$ cat src/rtl/miriscv_alu_arbiter.sv
// miriscv_alu_arbiter: two-client arbiter and sequencer in front of one shared ALU.
// A granted request's operator and operands are latched, the ALU works only from
// those registers, and the result is held until the owning client accepts it.
// Optional feature: define MIRISCV_ALU_ARB_RR_EN for round-robin arbitration;
// when it is undefined, client 0 has fixed priority on contention.

`ifndef ALU_OP_WIDTH
`define ALU_OP_WIDTH 5
`define ALU_ADD  5'b00000
`define ALU_SUB  5'b01000
`define ALU_XOR  5'b00100
`define ALU_OR   5'b00110
`define ALU_AND  5'b00111
`define ALU_SRA  5'b01101
`define ALU_SRL  5'b00101
`define ALU_SLL  5'b00001
`define ALU_LTS  5'b11100
`define ALU_LTU  5'b11110
`define ALU_GES  5'b11101
`define ALU_GEU  5'b11111
`define ALU_EQ   5'b11000
`define ALU_NE   5'b11001
`define ALU_SLTS 5'b00010
`define ALU_SLTU 5'b00011
`endif

// Shared miriscv ALU: arithmetic, logic, shifts and comparisons.
module miriscv_alu (
    input  logic [`ALU_OP_WIDTH-1:0] operator_i,
    input  logic [31:0]              operand_a_i,
    input  logic [31:0]              operand_b_i,
    output logic [31:0]              result_o,
    output logic                     comparison_result_o
);
    logic [4:0] shamt;
    logic       lts;
    logic       ltu;
    logic       eq;

    assign shamt = operand_b_i[4:0];
    assign lts   = $signed(operand_a_i) < $signed(operand_b_i);
    assign ltu   = operand_a_i < operand_b_i;
    assign eq    = operand_a_i == operand_b_i;

    // Decode the operator; branch comparisons also mirror the flag onto bit 0 of the result.
    // NOTE: every output gets a default first, so no path through the case can infer a latch.
    always_comb begin
        result_o            = 32'd0;
        comparison_result_o = 1'b0;
        case (operator_i)
            `ALU_ADD:  result_o = operand_a_i + operand_b_i;
            `ALU_SUB:  result_o = operand_a_i - operand_b_i;
            `ALU_XOR:  result_o = operand_a_i ^ operand_b_i;
            `ALU_OR:   result_o = operand_a_i | operand_b_i;
            `ALU_AND:  result_o = operand_a_i & operand_b_i;
            `ALU_SLL:  result_o = operand_a_i << shamt;
            `ALU_SRL:  result_o = operand_a_i >> shamt;
            `ALU_SRA:  result_o = $unsigned($signed(operand_a_i) >>> shamt);
            `ALU_SLTS: result_o = {31'd0, lts};
            `ALU_SLTU: result_o = {31'd0, ltu};
            `ALU_LTS:  begin comparison_result_o = lts;  result_o = {31'd0, lts};  end
            `ALU_LTU:  begin comparison_result_o = ltu;  result_o = {31'd0, ltu};  end
            `ALU_GES:  begin comparison_result_o = ~lts; result_o = {31'd0, ~lts}; end
            `ALU_GEU:  begin comparison_result_o = ~ltu; result_o = {31'd0, ~ltu}; end
            `ALU_EQ:   begin comparison_result_o = eq;   result_o = {31'd0, eq};   end
            `ALU_NE:   begin comparison_result_o = ~eq;  result_o = {31'd0, ~eq};  end
            default:   ;
        endcase
    end
endmodule

// Arbiter / sequencer owning the single ALU instance.
module miriscv_alu_arbiter (
    input  logic                     clk_i,
    input  logic                     arst_n_i,
    input  logic                     req0_valid_i,
    output logic                     req0_ready_o,
    input  logic [`ALU_OP_WIDTH-1:0] req0_op_i,
    input  logic [31:0]              req0_a_i,
    input  logic [31:0]              req0_b_i,
    input  logic                     req1_valid_i,
    output logic                     req1_ready_o,
    input  logic [`ALU_OP_WIDTH-1:0] req1_op_i,
    input  logic [31:0]              req1_a_i,
    input  logic [31:0]              req1_b_i,
    output logic                     rsp0_valid_o,
    input  logic                     rsp0_ready_i,
    output logic                     rsp1_valid_o,
    input  logic                     rsp1_ready_i,
    output logic [31:0]              rsp_result_o,
    output logic                     rsp_cmp_o,
    output logic                     busy_o
);
    typedef enum logic {IDLE = 1'b0, BUSY = 1'b1} state_e;

    state_e                    state_q, state_d;
    logic [`ALU_OP_WIDTH-1:0]  op_q, op_d;
    logic [31:0]               a_q, a_d;
    logic [31:0]               b_q, b_d;
    logic                      owner_q, owner_d;
    logic                      last_grant_q, last_grant_d;
    logic                      prefer1;
    logic                      gnt0;
    logic                      gnt1;

    // Contention policy: which client wins when both are valid.
`ifdef MIRISCV_ALU_ARB_RR_EN
    assign prefer1 = ~last_grant_q;
`else
    assign prefer1 = 1'b0;
`endif

    assign gnt0 = req0_valid_i & (~req1_valid_i | ~prefer1);
    assign gnt1 = req1_valid_i & (~req0_valid_i | prefer1);

    // Next-state, register loads and handshake outputs; rsp ready never feeds req ready.
    always_comb begin
        state_d      = state_q;
        op_d         = op_q;
        a_d          = a_q;
        b_d          = b_q;
        owner_d      = owner_q;
        last_grant_d = last_grant_q;
        req0_ready_o = 1'b0;
        req1_ready_o = 1'b0;
        rsp0_valid_o = 1'b0;
        rsp1_valid_o = 1'b0;
        busy_o       = 1'b0;
        case (state_q)
            IDLE: begin
                req0_ready_o = gnt0;
                req1_ready_o = gnt1;
                if (gnt0) begin
                    op_d    = req0_op_i;
                    a_d     = req0_a_i;
                    b_d     = req0_b_i;
                    owner_d = 1'b0;
                    state_d = BUSY;
                end else if (gnt1) begin
                    op_d    = req1_op_i;
                    a_d     = req1_a_i;
                    b_d     = req1_b_i;
                    owner_d = 1'b1;
                    state_d = BUSY;
                end
            end
            BUSY: begin
                busy_o       = 1'b1;
                rsp0_valid_o = ~owner_q;
                rsp1_valid_o = owner_q;
                if (owner_q ? rsp1_ready_i : rsp0_ready_i) begin
                    last_grant_d = owner_q;
                    state_d      = IDLE;
                end
            end
            default: state_d = IDLE;
        endcase
    end

    // State and operand registers.
    // NOTE: sequential state uses non-blocking assignments so every register samples pre-edge values.
    // NOTE: the operand registers are reset too, so the shared result bus reads 0 out of reset.
    always_ff @(posedge clk_i or negedge arst_n_i) begin
        if (!arst_n_i) begin
            state_q      <= IDLE;
            op_q         <= `ALU_ADD;
            a_q          <= 32'd0;
            b_q          <= 32'd0;
            owner_q      <= 1'b0;
            last_grant_q <= 1'b1;
        end else begin
            state_q      <= state_d;
            op_q         <= op_d;
            a_q          <= a_d;
            b_q          <= b_d;
            owner_q      <= owner_d;
            last_grant_q <= last_grant_d;
        end
    end

    miriscv_alu u_alu (
        .operator_i          (op_q),
        .operand_a_i         (a_q),
        .operand_b_i         (b_q),
        .result_o            (rsp_result_o),
        .comparison_result_o (rsp_cmp_o)
    );
endmodule
$ cat config.mk
export PLATFORM = sky130hd
export DESIGN_NAME = miriscv_alu_arbiter
export DESIGN_NICKNAME = d
export VERILOG_FILES = /design/src/rtl/miriscv_alu_arbiter.sv
export SDC_FILE = /design/constraint.sdc
export NUM_CORES = 1
export LEC_CHECK = 0
export BUFFER_PORTS_ARGS = -buffer_cell sky130_fd_sc_hd__buf_2
export CAP_MARGIN = 20
export CORE_ASPECT_RATIO = 1.75
export CORE_UTILIZATION = 55
export CTS_CLUSTER_DIAMETER = 120
export DETAILED_ROUTE_END_ITERATION = 16
export PLACE_DENSITY = 0.87
export SYNTH_ARGS = -nofsm -noshare
export SYNTH_HDL_FRONTEND = slang
export SYNTH_HIERARCHICAL = 1
export SYNTH_SLANG_ARGS = --single-unit
export TNS_END_PERCENT = 10
$ cat constraint.sdc
create_clock -name clk_i -period 5.1 [get_ports clk_i]
set_clock_uncertainty 0.05 [all_clocks]
set_input_delay 1.02 -clock clk_i [delete_from_list [all_inputs] [get_ports clk_i]]
set_output_delay 1.02 -clock clk_i [all_outputs]
set_load 0.05 [all_outputs]
==> out/results.tsv, run 1 <==
metric	value	unit
status	completed	
critPathKind	flop to output pin	
layout_common_cells	nor2_1 (205), buf_2 (178), a21oi_1 (139)	
core.rowCount	72	
synth_cells	1641	
grt_usage	50.28	%
grt_pass1_wl	86.80	mm
max_slew_margin	25.65	%
vias_per_cell	7.201	
max_freq	0.1972	GHz
numCtsBuffers	9	
grt_start_max_net_pins	93	
syn_avg_cell_area	7.619	µm²
startpoint_type	flop	
synth-seq-cells	71	
io_pins	182	
cts_tree	built	
tightest_slew	1115	ps
fp.dieArea	23360	µm²
drt_drc_violations_left	0	
synth_edf_count	0	
postCtsHoldBufs	0	
crit_path_max_incr_delay	720	ps
cts.path.max_buffers	2	
vias	15050	
drv_cap	0	
gr-total-overflow	0	
slowest_stage	mux2i_1	
end_kind	output pin	
ant_nets	0	
die-height	201.5	µm
cpLargestDelayFamily	buffers and inverters	
start_util	56.42	%
ys_async_sr_fraction	100.0	%
path_cells	inv_1, buf_4, mux2i_1, mux2i_1, o21ai_0, and2_1, a221oi_1, o311ai_0, buf_2	
hold_path_class	flop to flop	
die_x	116.0	µm
final_max_slew_viol_count	0	
instances_no_fill	2090	
gp_congestion	1.132	
grt_antenna_before_repair	10	
wirelength	57.90	mm
drive_gt1_share	22.24	%
cts.sinks	71	
clk_pin_slew	60	ps
yosysUniqueCellTypes	86	
yosysWarnings	6	
grt_pass1_vias	14398	
setup_violations	0	
syn_nets	1889	
worstPathArrival	4000	ps
routedWlPerCell	27.70	µm
dr.pass1.iters	7	
cts.htree.levels	3	
final_common_cell	nor2_1	
synth-seq-area-share	14.21	%
period_minus_slack	5071	ps
post_cts_buffers	0	
core_area	22160	µm²
critical_path_required	4030	ps
drtIter0Drc	2097	
path_buf_inv	3	
cts_root_buf	clkbuf_16	
dp.cells	2063	
dp_hpwl	43.07	mm
critPathMostFrequentCell	mux2i_1	
ys.flop_type	dfrtp_1	
crit_fanout	39	
fin_util	64.24	%
worstSkewPairLatency	350	ps
syn_to_final_growth	13.86	%
hold_viol	0	
synth_area	12500	µm²
nets	2028	
io_buffers	181	
period_share	99.43	%
## final cells by class
| cell class | count | area (µm²) |
|---|---|---|
| clock buffers | 11 | 232.7 |
| clock inverters | 5 | 107.6 |
| flip-flops and latches | 71 | 1784 |
| multi-input cells | 1308 | 9615 |
| repair buffers | 269 | 1649 |
| diodes | 9 | 22.52 |
| inverters | 121 | 454.2 |
| well taps | 296 | 370.4 |
| fillers | 2040 | 7925 |
## state kept, by name, indices dropped and copies added, names as in the netlist
name and cells:
a_q 32, b_q 32, op_q 5, owner_q 1, state_q 1
## worst register-to-register path: cells and delay by family, from the launching register on
| kind | cells | cell delay, ps |
|---|---|---|
| buf+inv | 1 | 740 |
| compound gates | 1 | 190 |
| flops | 1 | 550 |
| simple gates | 2 | 560 |
## layer usage
metal | global-route usage [%] | routed length [µm] | up-vias
li1 | - | - | 6434
met1 | 59.05 | 20290 | 7121
met2 | 74.19 | 25690 | 1167
met3 | 17.47 | 6852 | 324
met4 | 37.82 | 5039 | 4
met5 | 0 | 26 | -
## cells in the mapped netlist (all sizes together), types with 5 or more instances
| cell type | instances | share of area [%] |
|---|---|---|
| a2111oi | 6 | 0.77 |
| a211o | 11 | 0.77 |
| a211oi | 15 | 0.90 |
| a21o | 5 | 0.30 |
| a21oi | 142 | 5.7 |
| a221oi | 8 | 0.61 |
| a22oi | 27 | 1.6 |
| a31oi | 10 | 0.50 |
| and2 | 9 | 0.45 |
| buf | 86 | 4.1 |
| clkbuf | 55 | 1.7 |
| dfrtp | 71 | 14 |
| ha | 102 | 10 |
| inv | 118 | 3.5 |
| mux2 | 7 | 0.63 |
| mux2i | 86 | 6.9 |
| mux4 | 27 | 5.0 |
| nand2 | 88 | 2.6 |
| nand2b | 19 | 1.0 |
| nand3 | 24 | 0.96 |
| nand4 | 7 | 0.35 |
| nor2 | 206 | 6.2 |
| nor3 | 25 | 1.0 |
| nor4 | 20 | 1.2 |
| o211ai | 30 | 1.8 |
| o21a | 9 | 0.54 |
| o21ai | 134 | 5.4 |
| o21bai | 10 | 0.60 |
| o221ai | 12 | 0.89 |
| o22ai | 80 | 4.0 |
| o311ai | 6 | 0.42 |
| o31ai | 20 | 1.2 |
| o32ai | 70 | 7.3 |
| or2 | 6 | 0.30 |
| or3 | 11 | 0.55 |
| xnor2 | 23 | 1.6 |
## path summary, 6_finish.rpt
kind	from	to	slack (ps)	cells past startpoint
worst max register to register	state_q	b_q[0]	2890	4
worst min register to register	owner_q	owner_q	530	2
worst max-delay path	b_q[1]	rsp_result_o[5]	30	9
worst min-delay path	owner_q	owner_q	530	2
min in group asynchronous	arst_n_i	b_q[29]	820	2
max in group asynchronous	arst_n_i	b_q[0]	3420	2
## per-stage QoR
stage                     hold WS [ps]  instance area [µm²]  setup slack (ps)  setup TNS [ps]
after floorplan                  437.9                12510            -307.3           -1263
after global placement           497.0                13810             462.2               0
after detailed placement         511.2                13810             317.5               0
after CTS                        527.9                14150             64.39               0
after global routing             549.7                14230            -10.70          -12.39
final                            526.4                14240             29.19               0
## cells by family (layout without fill, tap and decap cells)
logic type	count (synthesis)	after routing	share of synthesized area [%]
and+or+nand+nor	428	428	15.51
DFF	71	71	14.21
muxes	120	120	12.50
AOI/OAI and AO/OA	630	630	36.08
other	0	9	0
xor gates and xnor gates	26	26	1.821
adders and majority gates	104	104	10.53
buffers and inverters	262	406	9.357
## timing repair
item | 4_1_cts | 5_1_grt
resized for setup | 1 | 13
endpoints found under the setup margin | 1 | 13
pin swaps | 0 | 0
Power of run 1 is left out: the tool's default activity adds up to more than one toggle a clock period on the data nets, which glitch-free logic cannot reach.
==> run 2, diff against run 1 <==
Settings changed: CORE_UTILIZATION 55 to 52, CTS_BUF_LIST from default to sky130_fd_sc_hd__clkbuf_8, PLACE_DENSITY 0.87 to 0.84.
==> run 2 against run 1 <==
Effect of this change: final area shrank 1.6%; sequential cell count unchanged; first-iteration DRC count up 17%.
==> out/results.tsv, run 2 (synthesis gave the netlist of run 1 again) <==
metric	value	unit	change
final_max_slew_viol_count	0		unchanged
vias_per_cell	7.138		-0.87%
wirelength	57.27	mm	-1.1%
nets	2019		-0.44%
cts.path.max_buffers	2		unchanged
io_buffers	181		unchanged
grt_antenna_before_repair	3		-7
gr-total-overflow	0		unchanged
cts.sinks	71		unchanged
cts_resized	4		+3
period_share	99.94	%	+0.51 points
drtIter0Drc	2446		+17%
clk_pin_slew	80	ps	+20 ps
worstPathArrival	4030	ps	+30 ps
end_kind	output pin		
hold_viol	0		unchanged
drv_cap	0		unchanged
start_util	53.38	%	-3.0 points
cpLargestDelayFamily	compound AO/OA/AOI/OAI gates		
hold_path_class	flop to flop		
core_area	23430	µm²	+5.7%
dp_hpwl	43.16	mm	+0.21%
drt_drc_violations_left	0		unchanged
rsz0062_at_grt	true		
path_buf_inv	2		-1
holdWs	489.8	ps	-36.60 ps
grt_pass1_wl	85.68	mm	-1.3%
die_x	119.2	µm	+2.8%
core.rowCount	74		+2.8%
grt_pass1_vias	14186		-1.5%
cts.htree.levels	3		unchanged
max_freq	0.1962	GHz	-0.51%
vias	14855		-1.3%
postCtsHoldBufs	0		unchanged
routedWlPerCell	27.52	µm	-0.65%
critical_path_required	4030	ps	about the same
final_common_cell	nor2_1		
drive_gt1_share	21.80	%	-0.44 points
cts_root_buf	clkbuf_8		
die-height	207.1	µm	+2.8%
worstSkewPairLatency	370	ps	+20 ps
fill_cells	2211		+8.4%
status	completed		
tightest_slew	1094	ps	-21.62 ps
max_slew_margin	26.32	%	+0.67 points
critPathMostFrequentCell	mux2i_1		
startpoint_type	flop		
grt_usage	45.92	%	-4.4 points
postPlaceCellArea	13760	µm²	-0.33%
syn_to_final_growth	12.00	%	
crit_fanout	18		-54%
gp_congestion	1.110		-1.9%
period_minus_slack	5097	ps	+25.97 ps
fin_util	59.78	%	-4.5 points
crit_path_max_incr_delay	630	ps	-90 ps
setup_violations	0		unchanged
grt_start_max_net_pins	75		-19%
ant_nets	0		unchanged
reg_top3	a_q (32), b_q (32), op_q (5)		
final_area	14000	µm²	-1.6%
post_cts_buffers	0		unchanged
io_pins	182		unchanged
slowest_stage	mux2i_1		
critPathKind	flop to output pin		
path_cells	buf_4, o21ai_0, mux2i_1, mux2i_1, mux2i_1, a31oi_1, o211ai_1, buf_2		
cts_tree	built		
numCtsBuffers	9		unchanged
fp.dieArea	24690	µm²	+5.7%
layout_common_cells	nor2_1 (205), buf_2 (176), a21oi_1 (140)		
dr.pass1.iters	8		+1
[run 2: path summary, 6_finish.rpt]
path,from,end,slack (ps),depth (start not counted)
max in group asynchronous,arst_n_i,a_q[9],3240,2
worst max register to register,state_q,b_q[1],2990,4
worst min register to register,b_q[28],b_q[28],490,2
worst max-delay path,b_q[0],rsp_result_o[13],3,8
min in group asynchronous,arst_n_i,a_q[26],750,1
worst min-delay path,b_q[28],b_q[28],490,2
[run 2: worst register-to-register path, stage by stage, from the launching register on]
cell and delay [ps]:
dfrtp_1 510, inv_2 520, buf_4 470, o22ai_1 170, nor2_1 280
[run 2: per-stage QoR]
stage	setup WS (ps)	instances	TNS (ps)
6_report	3.218	2081	0
3_5_place_dp	362.6	2063	0
4_1_cts	7.655	2078	0
2_1_floorplan	-307.3	1641	-1263
3_3_place_gp	355.7	2063	0
5_1_grt	-72.12	2080	-78.53
[run 2: metal layers]
| metal | track usage, % | wire, µm | vias to the layer above |
|---|---|---|---|
| li1 | - | - | 6412 |
| met2 | 72.15 | 25930 | 1075 |
| met5 | 0 | 0 | - |
| met1 | 54.34 | 20310 | 7073 |
| met3 | 12.44 | 6500 | 295 |
| met4 | 30.55 | 4523 | 0 |
[run 2: layout make-up]
type | instances | area [µm²] | area share [%]
diodes | 2 | 5.005 | 0.03574
clock buffers | 9 | 123.9 | 0.8846
clock inverters | 6 | 57.56 | 0.4110
inverters | 121 | 454.2 | 3.243
multi-input cells | 1308 | 9602 | 68.57
flip-flops and latches | 71 | 1790 | 12.79
well taps | 304 | 380.4 | 2.716
repair buffers | 260 | 1590 | 11.36
Power of run 2 is left out for the same reason.
